--- config.mk ---
export PLATFORM = sky130hd
export DESIGN_NAME = sp_xbus_bridge_flat
export DESIGN_NICKNAME = d
export VERILOG_FILES = /design/src/rtl/sp_xbus_bridge_if.sv /design/src/rtl/sp_xbus_bridge.sv /design/src/flat_wrapper.sv
export SDC_FILE = /design/constraint.sdc
export NUM_CORES = 1
export LEC_CHECK = 0
export ABC_AREA = 1
export BUFFER_PORTS_ARGS = -buffer_cell sky130_fd_sc_hd__buf_2
export CAP_MARGIN = 20
export CELL_PAD_IN_SITES_DETAIL_PLACEMENT = 1
export CELL_PAD_IN_SITES_GLOBAL_PLACEMENT = 2
export CORE_ASPECT_RATIO = 1.1
export CORE_MARGIN = 2
export CORE_UTILIZATION = 30
export CTS_BUF_LIST = sky130_fd_sc_hd__clkbuf_16
export DETAILED_ROUTE_END_ITERATION = 8
export MAX_ROUTING_LAYER = met4
export PLACE_DENSITY_LB_ADDON = 0.05
export SLEW_MARGIN = 5
export SYNTH_ARGS = -nofsm -noshare
export SYNTH_HDL_FRONTEND = slang
export SYNTH_SLANG_ARGS = --single-unit
--- constraint.sdc ---
create_clock -name clk -period 4.5 [get_ports clk]
set_clock_uncertainty 0.1 [all_clocks]
set_input_delay 1.35 -clock clk [delete_from_list [all_inputs] [get_ports clk]]
set_output_delay 1.35 -clock clk [all_outputs]
set_load 0.005 [all_outputs]
--- src/rtl/sp_xbus_bridge_if.sv ---
// Bus bundle for sp_xbus_bridge: SP byte-port Wishbone signals and the
// 16-bit big-endian memory port, with master/slave modports.
// Ports (signals):
//   wb_adr_i[MEM_AW:0]  byte address, bit 0 = byte lane (0 = high byte)
//   wb_dat_i/wb_dat_o   8-bit write/read data
//   wb_we_i, wb_sel_i, wb_stb_i, wb_cyc_i, wb_ack_o
//   mem_req_o, mem_we_o, mem_adr_o[MEM_AW-1:0]
//   mem_sel_o[1:0]      bit 1 = high byte lane
//   mem_dat_o/mem_dat_i 16-bit words, [15:8] = high byte
//   mem_ack_i           completion pulse
// master: the SP and memory environment; slave: the bridge itself.
interface sp_xbus_bridge_if #(
    parameter int MEM_AW = 23
);
    logic [MEM_AW:0]   wb_adr_i;
    logic [7:0]        wb_dat_i;
    logic [7:0]        wb_dat_o;
    logic              wb_we_i;
    logic              wb_sel_i;
    logic              wb_stb_i;
    logic              wb_cyc_i;
    logic              wb_ack_o;
    logic              mem_req_o;
    logic              mem_we_o;
    logic [MEM_AW-1:0] mem_adr_o;
    logic [1:0]        mem_sel_o;
    logic [15:0]       mem_dat_o;
    logic [15:0]       mem_dat_i;
    logic              mem_ack_i;

    modport master (
        output wb_adr_i, wb_dat_i, wb_we_i, wb_sel_i,
        output wb_stb_i, wb_cyc_i,
        input  wb_dat_o, wb_ack_o,
        input  mem_req_o, mem_we_o, mem_adr_o,
        input  mem_sel_o, mem_dat_o,
        output mem_dat_i, mem_ack_i
    );

    modport slave (
        input  wb_adr_i, wb_dat_i, wb_we_i, wb_sel_i,
        input  wb_stb_i, wb_cyc_i,
        output wb_dat_o, wb_ack_o,
        output mem_req_o, mem_we_o, mem_adr_o,
        output mem_sel_o, mem_dat_o,
        input  mem_dat_i, mem_ack_i
    );
endinterface

--- src/rtl/sp_xbus_bridge.sv ---
// SP byte-serial Wishbone slave bridged onto the 16-bit big-endian memory
// port, with a one-word read latch and a one-word write-combining buffer.
// Ports: clk, reset_n (async active-low), bus (sp_xbus_bridge_if.slave),
//   invalidate_i (drop read latch), timeout_o (sticky watchdog flag).
// Bit order: wb_adr_i[0] is the byte lane, mem lane/byte [1]/[15:8] = high.
// Optional: define SP_XBUS_BRIDGE_TIMEOUT_EN for the memory watchdog.
module sp_xbus_bridge #(
    parameter int MEM_AW         = 23,
    parameter int TIMEOUT_CYCLES = 1023
) (
    input  logic            clk,
    input  logic            reset_n,
    sp_xbus_bridge_if.slave bus,
    input  logic            invalidate_i,
    output logic            timeout_o
);
    typedef enum logic [1:0] {
        S_IDLE, S_FETCH, S_FLUSH, S_ACK
    } state_t;

    state_t r_state, w_state_nx;
    state_t r_next, w_next_nx;

    logic              r_rl_valid;
    logic [MEM_AW-1:0] r_rl_adr;
    logic [15:0]       r_rl_data;
    logic [1:0]        r_lanes;
    logic [MEM_AW-1:0] r_wadr;
    logic [15:0]       r_wdat;
    logic              r_flush_pend;
    logic [MEM_AW-1:0] r_fadr;
    logic              r_lane;
    logic [7:0]        r_dat;

    logic [MEM_AW-1:0] w_adr;
    logic              w_lane;
    logic              w_req;
    logic [1:0]        w_lbit;
    logic [1:0]        w_lanes_m;
    logic              w_rl_ok;
    logic              w_wb_same;
    logic              w_hit;
    logic              w_wfits;
    logic              w_busy;
    logic              w_done;
    logic              w_tmo;
    logic              w_do_hit;
    logic              w_do_merge;
    logic              w_do_cap;

    assign w_adr     = bus.wb_adr_i[MEM_AW:1];
    assign w_lane    = bus.wb_adr_i[0];
    assign w_req     = bus.wb_cyc_i & bus.wb_stb_i;
    assign w_lbit    = w_lane ? 2'b01 : 2'b10;
    assign w_lanes_m = r_lanes | w_lbit;
    // An invalidate in the same cycle already counts as a miss.
    assign w_rl_ok   = r_rl_valid & ~invalidate_i & (r_rl_adr == w_adr);
    assign w_wb_same = (r_lanes != 2'b00) & (r_wadr == w_adr);
    assign w_hit     = w_rl_ok & ~w_wb_same;
    assign w_wfits   = (r_lanes == 2'b00) | (r_wadr == w_adr);
    assign w_busy    = (r_state == S_FETCH) | (r_state == S_FLUSH);
    assign w_done    = bus.mem_ack_i | w_tmo;

`ifdef SP_XBUS_BRIDGE_TIMEOUT_EN
    localparam int TW = $clog2(TIMEOUT_CYCLES + 1);

    logic [TW-1:0] r_tcnt;
    logic          r_tmo;

    assign w_tmo = w_busy & ~bus.mem_ack_i &
                   (r_tcnt == TW'(TIMEOUT_CYCLES - 1));
    assign timeout_o = r_tmo;

    always_ff @(posedge clk or negedge reset_n) begin
        if (!reset_n) begin
            r_tcnt <= '0;
            r_tmo  <= 1'b0;
        end else if (w_busy & ~w_done) begin
            r_tcnt <= r_tcnt + 1'b1;
        end else begin
            r_tcnt <= '0;
            if (w_tmo) r_tmo <= 1'b1;
        end
    end
`else
    assign w_tmo     = 1'b0;
    assign timeout_o = 1'b0;
`endif

    always_ff @(posedge clk or negedge reset_n) begin
        if (!reset_n) begin
            r_state <= S_IDLE;
            r_next  <= S_IDLE;
        end else begin
            r_state <= w_state_nx;
            r_next  <= w_next_nx;
        end
    end

    always_comb begin
        w_state_nx = r_state;
        w_next_nx  = r_next;
        w_do_hit   = 1'b0;
        w_do_merge = 1'b0;
        w_do_cap   = 1'b0;
        unique case (r_state)
            S_IDLE: begin
                if (w_req) begin
                    if (!bus.wb_we_i) begin
                        if (w_hit) begin
                            w_state_nx = S_ACK;
                            w_do_hit   = 1'b1;
                        end else begin
                            w_do_cap = 1'b1;
                            if (r_lanes != 2'b00) begin
                                w_state_nx = S_FLUSH;
                                w_next_nx  = S_FETCH;
                            end else begin
                                w_state_nx = S_FETCH;
                            end
                        end
                    end else if (!bus.wb_sel_i) begin
                        w_state_nx = S_ACK;
                    end else if (w_wfits) begin
                        w_state_nx = S_ACK;
                        w_do_merge = 1'b1;
                    end else begin
                        // Evict the other word; request retried in IDLE.
                        w_state_nx = S_FLUSH;
                        w_next_nx  = S_IDLE;
                    end
                end else if (!bus.wb_cyc_i && r_lanes != 2'b00) begin
                    w_state_nx = S_FLUSH;
                    w_next_nx  = S_IDLE;
                end
            end
            S_FETCH: begin
                if (w_done)
                    w_state_nx = bus.wb_cyc_i ? S_ACK : S_IDLE;
            end
            S_FLUSH: begin
                if (w_done)
                    w_state_nx = (r_next == S_FETCH && bus.wb_cyc_i)
                               ? S_FETCH : S_IDLE;
            end
            S_ACK: begin
                if (r_flush_pend) begin
                    w_state_nx = S_FLUSH;
                    w_next_nx  = S_IDLE;
                end else begin
                    w_state_nx = S_IDLE;
                end
            end
        endcase
    end

    always_ff @(posedge clk or negedge reset_n) begin
        if (!reset_n) begin
            r_rl_valid   <= 1'b0;
            r_rl_adr     <= '0;
            r_rl_data    <= '0;
            r_lanes      <= 2'b00;
            r_wadr       <= '0;
            r_wdat       <= '0;
            r_flush_pend <= 1'b0;
            r_fadr       <= '0;
            r_lane       <= 1'b0;
            r_dat        <= '0;
        end else begin
            if (w_do_cap) begin
                r_fadr <= w_adr;
                r_lane <= w_lane;
            end
            if (w_do_hit)
                r_dat <= w_lane ? r_rl_data[7:0] : r_rl_data[15:8];
            if (w_do_merge) begin
                r_wadr       <= w_adr;
                r_lanes      <= w_lanes_m;
                r_flush_pend <= (w_lanes_m == 2'b11);
                if (w_lane) r_wdat[7:0]  <= bus.wb_dat_i;
                else        r_wdat[15:8] <= bus.wb_dat_i;
                // Keep the latch coherent with our own writes.
                if (r_rl_adr == w_adr) begin
                    if (w_lane) r_rl_data[7:0]  <= bus.wb_dat_i;
                    else        r_rl_data[15:8] <= bus.wb_dat_i;
                end
            end
            if (r_state == S_ACK)
                r_flush_pend <= 1'b0;
            if (r_state == S_FLUSH && w_done)
                r_lanes <= 2'b00;
            if (r_state == S_FETCH && w_done) begin
                if (bus.mem_ack_i) begin
                    r_rl_adr   <= r_fadr;
                    r_rl_data  <= bus.mem_dat_i;
                    r_rl_valid <= 1'b1;
                    r_dat      <= r_lane ? bus.mem_dat_i[7:0]
                                         : bus.mem_dat_i[15:8];
                end else begin
                    r_rl_valid <= 1'b0;
                    r_dat      <= 8'hFF;
                end
            end
            if (invalidate_i)
                r_rl_valid <= 1'b0;
        end
    end

    always_comb begin
        bus.wb_ack_o  = 1'b0;
        bus.wb_dat_o  = '0;
        bus.mem_req_o = 1'b0;
        bus.mem_we_o  = 1'b0;
        bus.mem_adr_o = '0;
        bus.mem_sel_o = 2'b00;
        bus.mem_dat_o = '0;
        unique case (r_state)
            S_FETCH: begin
                bus.mem_req_o = 1'b1;
                bus.mem_adr_o = r_fadr;
                bus.mem_sel_o = 2'b11;
            end
            S_FLUSH: begin
                bus.mem_req_o = 1'b1;
                bus.mem_we_o  = 1'b1;
                bus.mem_adr_o = r_wadr;
                bus.mem_sel_o = r_lanes;
                bus.mem_dat_o = r_wdat;
            end
            S_ACK: begin
                bus.wb_ack_o = 1'b1;
                bus.wb_dat_o = r_dat;
            end
            default: ;
        endcase
    end
endmodule

--- src/flat_wrapper.sv ---
// flat-port wrapper written by rule: the top's interface ports become plain ports
module sp_xbus_bridge_flat 
#(
    parameter int MEM_AW         = 23,
    parameter int TIMEOUT_CYCLES = 1023
)
  (clk, reset_n, invalidate_i, timeout_o, bus_wb_adr_i, bus_wb_dat_i, bus_wb_we_i, bus_wb_sel_i, bus_wb_stb_i, bus_wb_cyc_i, bus_wb_dat_o, bus_wb_ack_o, bus_mem_req_o, bus_mem_we_o, bus_mem_adr_o, bus_mem_sel_o, bus_mem_dat_o, bus_mem_dat_i, bus_mem_ack_i);
  sp_xbus_bridge_if #(.MEM_AW(MEM_AW)) bus_i ();
  input  logic clk;
  input  logic reset_n;
  input  logic invalidate_i;
  output logic timeout_o;
  input wire logic [$bits(bus_i.wb_adr_i)-1:0] bus_wb_adr_i;
  input wire logic [$bits(bus_i.wb_dat_i)-1:0] bus_wb_dat_i;
  input wire logic [$bits(bus_i.wb_we_i)-1:0] bus_wb_we_i;
  input wire logic [$bits(bus_i.wb_sel_i)-1:0] bus_wb_sel_i;
  input wire logic [$bits(bus_i.wb_stb_i)-1:0] bus_wb_stb_i;
  input wire logic [$bits(bus_i.wb_cyc_i)-1:0] bus_wb_cyc_i;
  output wire logic [$bits(bus_i.wb_dat_o)-1:0] bus_wb_dat_o;
  output wire logic [$bits(bus_i.wb_ack_o)-1:0] bus_wb_ack_o;
  output wire logic [$bits(bus_i.mem_req_o)-1:0] bus_mem_req_o;
  output wire logic [$bits(bus_i.mem_we_o)-1:0] bus_mem_we_o;
  output wire logic [$bits(bus_i.mem_adr_o)-1:0] bus_mem_adr_o;
  output wire logic [$bits(bus_i.mem_sel_o)-1:0] bus_mem_sel_o;
  output wire logic [$bits(bus_i.mem_dat_o)-1:0] bus_mem_dat_o;
  input wire logic [$bits(bus_i.mem_dat_i)-1:0] bus_mem_dat_i;
  input wire logic [$bits(bus_i.mem_ack_i)-1:0] bus_mem_ack_i;
  assign bus_i.wb_adr_i = bus_wb_adr_i;
  assign bus_i.wb_dat_i = bus_wb_dat_i;
  assign bus_i.wb_we_i = bus_wb_we_i;
  assign bus_i.wb_sel_i = bus_wb_sel_i;
  assign bus_i.wb_stb_i = bus_wb_stb_i;
  assign bus_i.wb_cyc_i = bus_wb_cyc_i;
  assign bus_wb_dat_o = bus_i.wb_dat_o;
  assign bus_wb_ack_o = bus_i.wb_ack_o;
  assign bus_mem_req_o = bus_i.mem_req_o;
  assign bus_mem_we_o = bus_i.mem_we_o;
  assign bus_mem_adr_o = bus_i.mem_adr_o;
  assign bus_mem_sel_o = bus_i.mem_sel_o;
  assign bus_mem_dat_o = bus_i.mem_dat_o;
  assign bus_i.mem_dat_i = bus_mem_dat_i;
  assign bus_i.mem_ack_i = bus_mem_ack_i;
  sp_xbus_bridge #(.MEM_AW(MEM_AW), .TIMEOUT_CYCLES(TIMEOUT_CYCLES)) u_core (.clk(clk), .reset_n(reset_n), .bus(bus_i), .invalidate_i(invalidate_i), .timeout_o(timeout_o));
endmodule
==> flow_metrics.tcl <==
set metrics [dict create \
    postCtsSetupBuffers 0 \
    initial_core_util_pct 30.6 \
    nets 1137 \
    portBuffers 107 \
    netlist_instances 985 \
    clk_pin_slew_ns 0.06 \
    yosysSeqAreaShare_pct 43.1 \
    hold_violations 0 \
    ctsHoldBuffers 0 \
    maxCapViolCount 0 \
    hold_depth 2 \
    die_h_um 162 \
    drtIter0Drc 219 \
    async_flop_share_pct 100 \
    endpoint_kind "primary output" \
    die_area_mm2 0.0238 \
    tns_ns 0 \
    ir_drop_uv 286 \
    cp.required_ns 3.05 \
    grt_pass1_wl_mm 34.4 \
    stdcell_area_mm2 0.00816 \
    antenna_found_initial 1 \
    dp_hpwl_mm 14.4 \
    via_count 6304 \
    cp-start-kind "flip-flop" \
    dpl_cell_area_mm2 0.00754 \
    cp_max_fo 15 \
    die_x_um 147 \
    ctsLongestPathBuffers 2 \
    core_area_mm2 0.0222 \
    grt_max_degree 56 \
    cts_buffers 17 \
    ys.flop_type "dfrtp_1" \
    max_slew.worst_pin.slew_ns 0.725 \
    syn_area_mm2 0.00679 \
    cts.htree.levels 4 \
    drt-total-wl_mm 21.3 \
    area_growth_syn_to_layout_pct 20.1 \
    p_leak_nw 4.41 \
    period_share_pct 82.9 \
    ioPinCount 109 \
    grt_pass1_vias 6270 \
    crit_type "flip-flop to primary output" \
    post_cts_resized 0 \
    layout_commonest_cell "nand2_1" \
    synth_nets 1045 \
    overflow 0 \
    worstPathArrival_ns 2.28 \
    rsz0062_at_grt "no" \
    hp-class "flip-flop to flip-flop" \
    rows 57 \
    yosysUniqueCellTypes 35 \
    final_cell_mix "444 x nand2_1, 117 x dfrtp_1, 106 x buf_2" \
    fin_util_pct 36.8 \
    vias_per_cell 4.55 \
    cts-root-buf "clkbuf_16" \
    dr.pass1.iters 5 \
    synth_warnings 0 \
    grt_usage_pct 19.1 \
    period_needed_ns 3.73 \
    reg2reg_depth 12 \
    cts_tree "yes" \
    powerDensity_mw_per_mm2 644 \
    clock_sinks 117 \
    p_total_mw 5.25 \
    synth_area_leaders "dfrtp_1 43%, nand2_1 25%, o21ai_0 4.9%, inv_1 4.6%, a21oi_1 3.5%" \
    ys_seq_elements 117 \
    synth_top_area_share_pct 43.1 \
    clock.fmax_mhz 268 \
    avgSynthCellArea_um2 6.89 \
    gp_congestion 0.746 \
    clkLatencyLatePin_ns 0.42 \
    dp.cells 1352 \
    drc 0 \
    yosysTopAreaCell "dfrtp_1" \
    avgRoutedWirePerCell_um 15.3 \
    drv_slew 0 \
    drive_gt1_share_pct 17.8 \
    ant_nets 0 \
    status "complete, no violations" \
    maxSlewHeadroom_pct 51.4 \
    setup_viol 0 \
    stdcell_count 1386 \
    synth_edf_count 0 \
]
==> cells by family after synthesis <==
| kind of cell | count (synthesis) | share of synthesized area [%] |
|---|---|---|
| AO/OA/AOI/OAI | 152 | 12.4 |
| adder cells (fa/ha/maj) | 4 | 0.737 |
| flip-flops | 117 | 43.1 |
| other | 1 | 0.0552 |
| AND/OR/NAND/NOR | 536 | 31.0 |
| buffers and inverters | 155 | 9.95 |
| multiplexers | 9 | 1.35 |
| XOR/XNOR | 11 | 1.42 |
==> synth_stat cells (6+ instances only) <==
library cell and n:
nand2_1 444, o21ai_0 67, inv_1 84, xor2_1 6
a21oi_1 48, inv_2 22, o21ai_1 18, dfrtp_1 117
a32o_1 8, mux2i_1 8, buf_6 6, nand3_1 24
nor2_1 53, buf_2 7, clkbuf_1 26
==> sequential cells by signal, indices dropped and copies added, names as in the netlist <==
register,count
u_core.r_rl_data,16
u_core.r_wadr,23
u_core.r_rl_adr,23
u_core.r_fadr,23
u_core.r_state,2
u_core.r_wdat,16
u_core.r_lane,1
u_core.r_dat,8
u_core.r_next,1
u_core.r_flush_pend,1
u_core.r_rl_valid,1
u_core.r_lanes,2
==> through the flow <==
| step | hold WS [ns] | worst slack, ns |
|---|---|---|
| 3_3_place_gp | 0.357 | 0.919 |
| 4_1_cts | 0.375 | 0.732 |
| 5_1_grt | 0.386 | 0.619 |
| 6_report | 0.369 | 0.770 |
| 3_5_place_dp | 0.360 | 0.922 |
| 2_1_floorplan | 0.342 | 1.69 |
==> per-layer routing <==
metal	GRT usage, %	vias up	wire, µm
met5	-	-	0
met4	4.94	0	244
met3	3.03	15	643
met2	28.3	95	9280
met1	27.4	2957	11100
li1	-	3237	-
==> path summary, 6_finish.rpt <==
check | endpoint | slack [ns] | startpoint
worst max-delay path | bus_mem_adr_o[22] | 0.77 | u_core.r_state[1]
worst min-delay path | u_core.r_wdat[11] | 0.37 | u_core.r_wdat[11]
worst max register to register | u_core.r_rl_data[14] | 2.05 | u_core.r_state[0]
worst min register to register | u_core.r_wdat[11] | 0.37 | u_core.r_wdat[11]
max in group asynchronous | u_core.r_rl_adr[7] | 2.64 | reset_n
min in group asynchronous | u_core.r_rl_adr[13] | 0.89 | reset_n
==> layout make-up <==
type	instances	area [µm²]
sequential	117	2930
clock inverter	15	165
antenna	1	2.50
timing repair buffer	120	661
multi-input combinational	713	3190
clock buffer	17	425
inverter	108	418
fill	2817	14000
tap	295	369
==> where the power goes <==
part | total, mW | internal (mW) | switching (mW)
Sequential | 1.91 | 1.53 | 0.381
Combinational | 1.96 | 0.738 | 1.22
Clock | 1.39 | 0.864 | 0.522
Total | 5.25 | 3.13 | 2.13
==> worst max-delay path, stage by stage (launching register included) <==
cell,delay (ns)
dfrtp_1,0.40
inv_1,0.08
ha_1,0.41
inv_1,0.24
buf_4,0.28
a21oi_1,0.27
buf_2,0.17
(Power assumes the default switching activity.)
